`config.mk`:
```
export PLATFORM = sky130hd
export DESIGN_NAME = lsu
export DESIGN_NICKNAME = d
export VERILOG_FILES = /design/src/rtl/lsu.sv
export SDC_FILE = /design/constraint.sdc
export NUM_CORES = 1
export LEC_CHECK = 0
export BUFFER_PORTS_ARGS = -buffer_cell sky130_fd_sc_hd__buf_4
export CELL_PAD_IN_SITES_DETAIL_PLACEMENT = 1
export CELL_PAD_IN_SITES_GLOBAL_PLACEMENT = 1
export CORE_MARGIN = 2
export CORE_UTILIZATION = 40
export DETAILED_ROUTE_END_ITERATION = 16
export HOLD_SLACK_MARGIN = 0.03
export PLACE_DENSITY = 0.94
export SYNTH_ARGS = -nofsm -noshare
export SYNTH_HDL_FRONTEND = slang
export SYNTH_SLANG_ARGS = --single-unit
```
`constraint.sdc`:
```
create_clock -name i_clk -period 4.4 [get_ports i_clk]
set_clock_uncertainty 0.1 [all_clocks]
set_input_delay 0.66 -clock i_clk [delete_from_list [all_inputs] [get_ports i_clk]]
set_output_delay 0.66 -clock i_clk [all_outputs]
set_load 0.01 [all_outputs]
```
`src/rtl/lsu.sv`:
```
// Load/store unit: accepts execute results, performs at most one aligned doubleword memory
// transaction per instruction and hands the write-back value downstream.
module lsu #(
    parameter int unsigned CPU_WIDTH = 64
) (
    input  logic                 i_clk,
    input  logic                 i_rst_n,
    input  logic [CPU_WIDTH-1:0] i_exu_res,
    input  logic [CPU_WIDTH-1:0] i_rs2,
    input  logic [3:0]           i_lsu_opt,
    input  logic                 i_pre_valid,
    output logic                 o_pre_ready,
    output logic                 o_mem_req_valid,
    input  logic                 i_mem_req_ready,
    output logic [CPU_WIDTH-1:0] o_mem_addr,
    output logic                 o_mem_wen,
    output logic [CPU_WIDTH-1:0] o_mem_wdata,
    output logic [7:0]           o_mem_wmask,
    input  logic                 i_mem_rsp_valid,
    input  logic [CPU_WIDTH-1:0] i_mem_rdata,
    output logic [CPU_WIDTH-1:0] o_lsu_res,
    output logic                 o_misalign,
    output logic                 o_post_valid,
    input  logic                 i_post_ready
);

    typedef enum logic [1:0] {StIdle, StReq, StWait, StDone} state_e;

    state_e               state_q, state_d;
    logic [CPU_WIDTH-1:0] addr_q, addr_d;
    logic [CPU_WIDTH-1:0] wdata_q, wdata_d;
    logic [CPU_WIDTH-1:0] res_q, res_d;
    logic [7:0]           wmask_q, wmask_d;
    logic                 wen_q, wen_d;
    logic                 mis_q, mis_d;
    logic [3:0]           opt_q, opt_d;

    logic                 accept;
    logic                 is_load;
    logic                 is_store;
    logic                 misaligned;
    logic [1:0]           size;
    logic [2:0]           a;
    logic [7:0]           store_mask;
    logic [CPU_WIDTH-1:0] rshift;
    logic [CPU_WIDTH-1:0] load_val;

    // A finishing instruction frees the stage in the same cycle it is consumed downstream.
    assign o_pre_ready = (state_q == StIdle) || ((state_q == StDone) && i_post_ready);
    assign accept      = i_pre_valid && o_pre_ready;
    assign a           = i_exu_res[2:0];

    always_comb begin
        is_load  = (i_lsu_opt >= 4'd1) && (i_lsu_opt <= 4'd7);
        is_store = (i_lsu_opt >= 4'd8) && (i_lsu_opt <= 4'd11);
        case (i_lsu_opt)
            4'd2, 4'd6, 4'd9:  size = 2'd1;
            4'd3, 4'd7, 4'd10: size = 2'd2;
            4'd4, 4'd11:       size = 2'd3;
            default:           size = 2'd0;
        endcase
        case (size)
            2'd1:    misaligned = a[0];
            2'd2:    misaligned = |a[1:0];
            2'd3:    misaligned = |a;
            default: misaligned = 1'b0;
        endcase
        case (size)
            2'd0:    store_mask = 8'h01 << a;
            2'd1:    store_mask = 8'h03 << a;
            2'd2:    store_mask = 8'h0F << a;
            default: store_mask = 8'hFF;
        endcase
    end

    always_comb begin
        rshift = i_mem_rdata >> {addr_q[2:0], 3'b000};
        case (opt_q)
            4'd1:    load_val = {{(CPU_WIDTH-8){rshift[7]}}, rshift[7:0]};
            4'd2:    load_val = {{(CPU_WIDTH-16){rshift[15]}}, rshift[15:0]};
            4'd3:    load_val = {{(CPU_WIDTH-32){rshift[31]}}, rshift[31:0]};
            4'd4:    load_val = rshift;
            4'd5:    load_val = {{(CPU_WIDTH-8){1'b0}}, rshift[7:0]};
            4'd6:    load_val = {{(CPU_WIDTH-16){1'b0}}, rshift[15:0]};
            4'd7:    load_val = {{(CPU_WIDTH-32){1'b0}}, rshift[31:0]};
            default: load_val = '0;
        endcase
    end

    always_comb begin
        state_d = state_q;
        addr_d  = addr_q;
        wdata_d = wdata_q;
        wmask_d = wmask_q;
        wen_d   = wen_q;
        res_d   = res_q;
        mis_d   = mis_q;
        opt_d   = opt_q;
        case (state_q)
            StReq:   if (i_mem_req_ready) state_d = StWait;
            StWait: begin
                if (i_mem_rsp_valid) begin
                    state_d = StDone;
                    res_d   = load_val;
                    mis_d   = 1'b0;
                end
            end
            StDone:  if (i_post_ready) state_d = StIdle;
            default: ;
        endcase
        if (accept) begin
            opt_d = i_lsu_opt;
            if (!is_load && !is_store) begin
                state_d = StDone;
                res_d   = i_exu_res;
                mis_d   = 1'b0;
            end else if (misaligned) begin
                state_d = StDone;
                res_d   = '0;
                mis_d   = 1'b1;
            end else begin
                state_d = StReq;
                addr_d  = i_exu_res;
                wen_d   = is_store;
                wdata_d = is_store ? (i_rs2 << {a, 3'b000}) : '0;
                wmask_d = is_store ? store_mask : 8'h00;
            end
        end
    end

    always_ff @(posedge i_clk or negedge i_rst_n) begin
        if (!i_rst_n) begin
            state_q <= StIdle;
            addr_q  <= '0;
            wdata_q <= '0;
            wmask_q <= '0;
            wen_q   <= 1'b0;
            res_q   <= '0;
            mis_q   <= 1'b0;
            opt_q   <= '0;
        end else begin
            state_q <= state_d;
            addr_q  <= addr_d;
            wdata_q <= wdata_d;
            wmask_q <= wmask_d;
            wen_q   <= wen_d;
            res_q   <= res_d;
            mis_q   <= mis_d;
            opt_q   <= opt_d;
        end
    end

    assign o_mem_req_valid = (state_q == StReq);
    assign o_post_valid    = (state_q == StDone);
    assign o_mem_addr      = {addr_q[CPU_WIDTH-1:3], 3'b000};
    assign o_mem_wen       = wen_q;
    assign o_mem_wdata     = wdata_q;
    assign o_mem_wmask     = wmask_q;
    assign o_lsu_res       = res_q;
    assign o_misalign      = mis_q;

endmodule

```
==> impl_metrics.toml <==
[sta]
hold_violation_total_from_the_final_report = 0
rsz0062_at_grt = "no"
fraction_of_the_cycle_the_final_worst_path_needs_pct = 82.05
fin_tns_setup_ns = 0
final.min_clock_period_ns = 3.610
worstMarginPinSlew_ns = 1.333
maxSlewHeadroom_pct = 11.16
final_max_slew_viol_count = 0
hold-worst-slack_ns = 0.07687
timing.final.setup_violations = 0
timing.fmax_mhz = 277.0

[finish]
growth_of_design_area_from_synthesis_to_finish_pct = 28.22
layout-drive-gt1-share_pct = 40.80
num-fill-cells = 3468
nets = 1742
area_of_the_multi_input_gates_mm2 = 0.006634
seq_area_mm2 = 0.005210
n_antenna_cell = 0

[global_routing]
globalRouteOverflowTotal = 0
via_count_of_the_first_global_routing_pass = 12809
grt_antenna_before_repair = 0
grt_max_degree = 114
grt.total_usage_pct = 30.28
grt_first_pass_wirelength_um = 78490

[critical_path]
timing.critical_path.slowest_stage_cell = "a2111oi_0"
critical_path.startpoint_type = "flop"
critical_path.max_stage_delay_ns = 0.84
crit_arrival_ns = 3.85
worst-endpoint-required_ns = 4.64
worstPathMaxFanout = 36
path_cells = "mux2_2, mux4_2, and4b_2, a2111oi_0, o221ai_1"
setup.worst_path.class = "flop to flop"
critical_path.endpoint_type = "flop"

[synthesis]
yosysSeqAreaShare_pct = 40.17
async_reset_ff_share_pct = 100.0
mappedNetlistArea_mm2 = 0.01296
yosys-top-cells-area = "dfrtp_1, mux2_2, mux2i_1, mux4_2, nand2_1"
yosysWarningCount = 0
postSynth.topFlopCell = "dfrtp_1"
library_cells_used_by_synthesis = 60
cell_type_with_the_largest_total_area_after_synthesis = "dfrtp_1"
synth_seq_cells = 208
avgSynthCellArea_um2 = 10.43
post_syn_instances = 1243
synth_edf_count = 0
yosysTopAreaCellShare_pct = 40.17

[clocking]
cts-resized-gates = 0
clock_sinks = 208
post-cts-setup-buffers = 0
h-tree-depth = 1
clock_insertion_delay_worst_skew_ns = 0.53
cts_inserted_buffers = 24
worst_setup_hold_path_clk_slew_ns = 0.06
clockRootBuffer = "clkbuf_16"
clockBufferDepth = 3
cts_tree = "yes"
post_cts_hold_buffer_count = 0

[drt]
route.detailed.wl_per_inst_um = 27.01
finalWirelength_um = 52570
detailroute.via_count = 12036
dr.first_iter.drc_count = 1009
detailedRoute.firstPassIterationCount = 5
final_antenna_net_count = 0
post_drt_via_cell_ratio = 6.185
drc_errors = 0

[die]
die_h_um = 184.0
top_level_ports = 407
die_w_um = 184.0
dieArea_mm2 = 0.03385
floorplan.core_area_mm2 = 0.03172
rows = 65
initial_core_util_pct = 40.86

[worst_hold_path]
holdCritPathClass = "primary input to asynchronous set/reset pin"

[run]
timing.max_cap.violations = 0

[status]
status = "finished, final reports clean"

[power]
ir_worst_vdd_uv = 292.7
power.static_leakage_uw = 0.007714
power.density_mw_per_mm2 = 636.6

[placed_design]
io_buffer_count = 403
gp_routability_congestion = 0.9699
dp_hpwl_um = 38850
==> placed cells by master (no fill, tap or decap), types with 23 or more instances in the layout <==
| cell | Yosys | routed |
|---|---|---|
| nor2_1 | 30 | 29 |
| nand2_1 | 145 | 145 |
| o221ai_1 | 36 | 36 |
| a21oi_1 | 36 | 36 |
| a22o_1 | 31 | 31 |
| clkbuf_16 | 0 | 25 |
| inv_1 | 43 | 43 |
| o21ai_0 | 80 | 80 |
| a211oi_1 | 23 | 23 |
| buf_4 | 70 | 426 |
| mux2_2 | 87 | 87 |
| mux2i_1 | 95 | 95 |
| dfrtp_1 | 208 | 206 |
| mux4_2 | 42 | 42 |
==> report_power, final <==
| group | switching (uW) | internal, uW | leakage (uW) |
|---|---|---|---|
| sequential | 610 | 2660 | 0.00269 |
| combinational | 2710 | 2480 | 0.00461 |
| clock | 826 | 1290 | 0.000411 |
==> critical path: cells and delay by family (launching register included) <==
family          cells  cell delay (ns)
flops               1             0.75
simple gates        1             0.57
compound gates      2             1.07
mux                 2             0.92
==> state kept, by name, summed over array words and instances, names as in the netlist <==
register / count
opt_q: 4
addr_q: 64
o_mem_wdata: 64
o_misalign: 1
o_lsu_res: 64
o_mem_wmask: 8
o_mem_wen: 1
state_q: 2
==> layer usage <==
layer	wire length, um	vias to the layer above	track usage (%)
met5	0	-	0
met4	2865	0	15.78
met3	4934	164	7.171
met2	26300	731	53.77
met1	18470	6055	33.67
li1	-	5086	-
==> cell usage after synthesis (all sizes together), types with 6 or more instances <==
library cell / instances
dfrtp: 208
nand2: 145
buf: 109
mux2i: 95
mux2: 90
o21ai: 87
clkbuf: 62
inv: 44
mux4: 42
a21oi: 36
o221ai: 36
a22o: 31
nor2: 30
a211oi: 23
a221o: 20
nor4: 20
nor2b: 19
nand2b: 17
nor3: 16
a31oi: 14
a22oi: 12
o22ai: 11
ha: 10
a2111oi: 8
o2bb2ai: 8
nor4b: 6
==> final timing paths <==
kind | from | end | slack [ns] | depth (start not counted)
setup / recovery | addr_q[2]$_DFFE_PN0P_ | o_lsu_res[58]$_DFF_PN0_ | 0.79 | 5
hold / removal | i_rst_n | addr_q[37]$_DFFE_PN0P_ | 0.08 | 1
setup reg to reg | addr_q[2]$_DFFE_PN0P_ | o_lsu_res[58]$_DFF_PN0_ | 0.79 | 5
hold reg to reg | o_mem_wdata[63]$_DFFE_PN0P_ | o_mem_wdata[63]$_DFFE_PN0P_ | 0.38 | 2
max in group asynchronous | i_rst_n | o_lsu_res[54]$_DFF_PN0_ | 3.21 | 2
min in group i_clk | i_exu_res[3] | o_lsu_res[3]$_DFF_PN0_ | 0.25 | 3
==> metrics by stage <==
step | total power [uW] | cell area [um2] | util (%) | setup slack, ns | cells
floorplan | 6431 | 12970 | - | 1.189 | 1245
global placement | 8084 | 15790 | 49.78 | 0.8042 | 1906
detailed placement | 8360 | 15790 | 49.78 | 0.5766 | 1906
CTS | 10560 | 16620 | 52.39 | 0.8744 | 1946
global route | 11060 | 16620 | 52.39 | 0.6008 | 1946
finish | 10580 | 16620 | 52.39 | 0.7897 | 1946
==> logic make-up after synthesis <==
logic type | after synthesis | share of synthesized area (%)
mux | 227 | 22.46
compound gates | 303 | 16.35
simple gates | 278 | 11.23
flops | 208 | 40.17
buf+inv | 216 | 8.805
fa+ha+maj | 10 | 0.9655
other cells | 1 | 0.02894
==> layout make-up <==
| class | instances | area share, % |
|---|---|---|
| Clock buffer | 36 | 4.556 |
| Clock inverter | 4 | 0.4217 |
| Inverter | 45 | 1.017 |
| Multi-Input combinational cell | 821 | 39.92 |
| Sequential cell | 208 | 31.36 |
| Tap cell | 402 | 3.027 |
| Timing Repair Buffer | 430 | 19.70 |
Note: power is estimated with default switching activity, not from simulation.
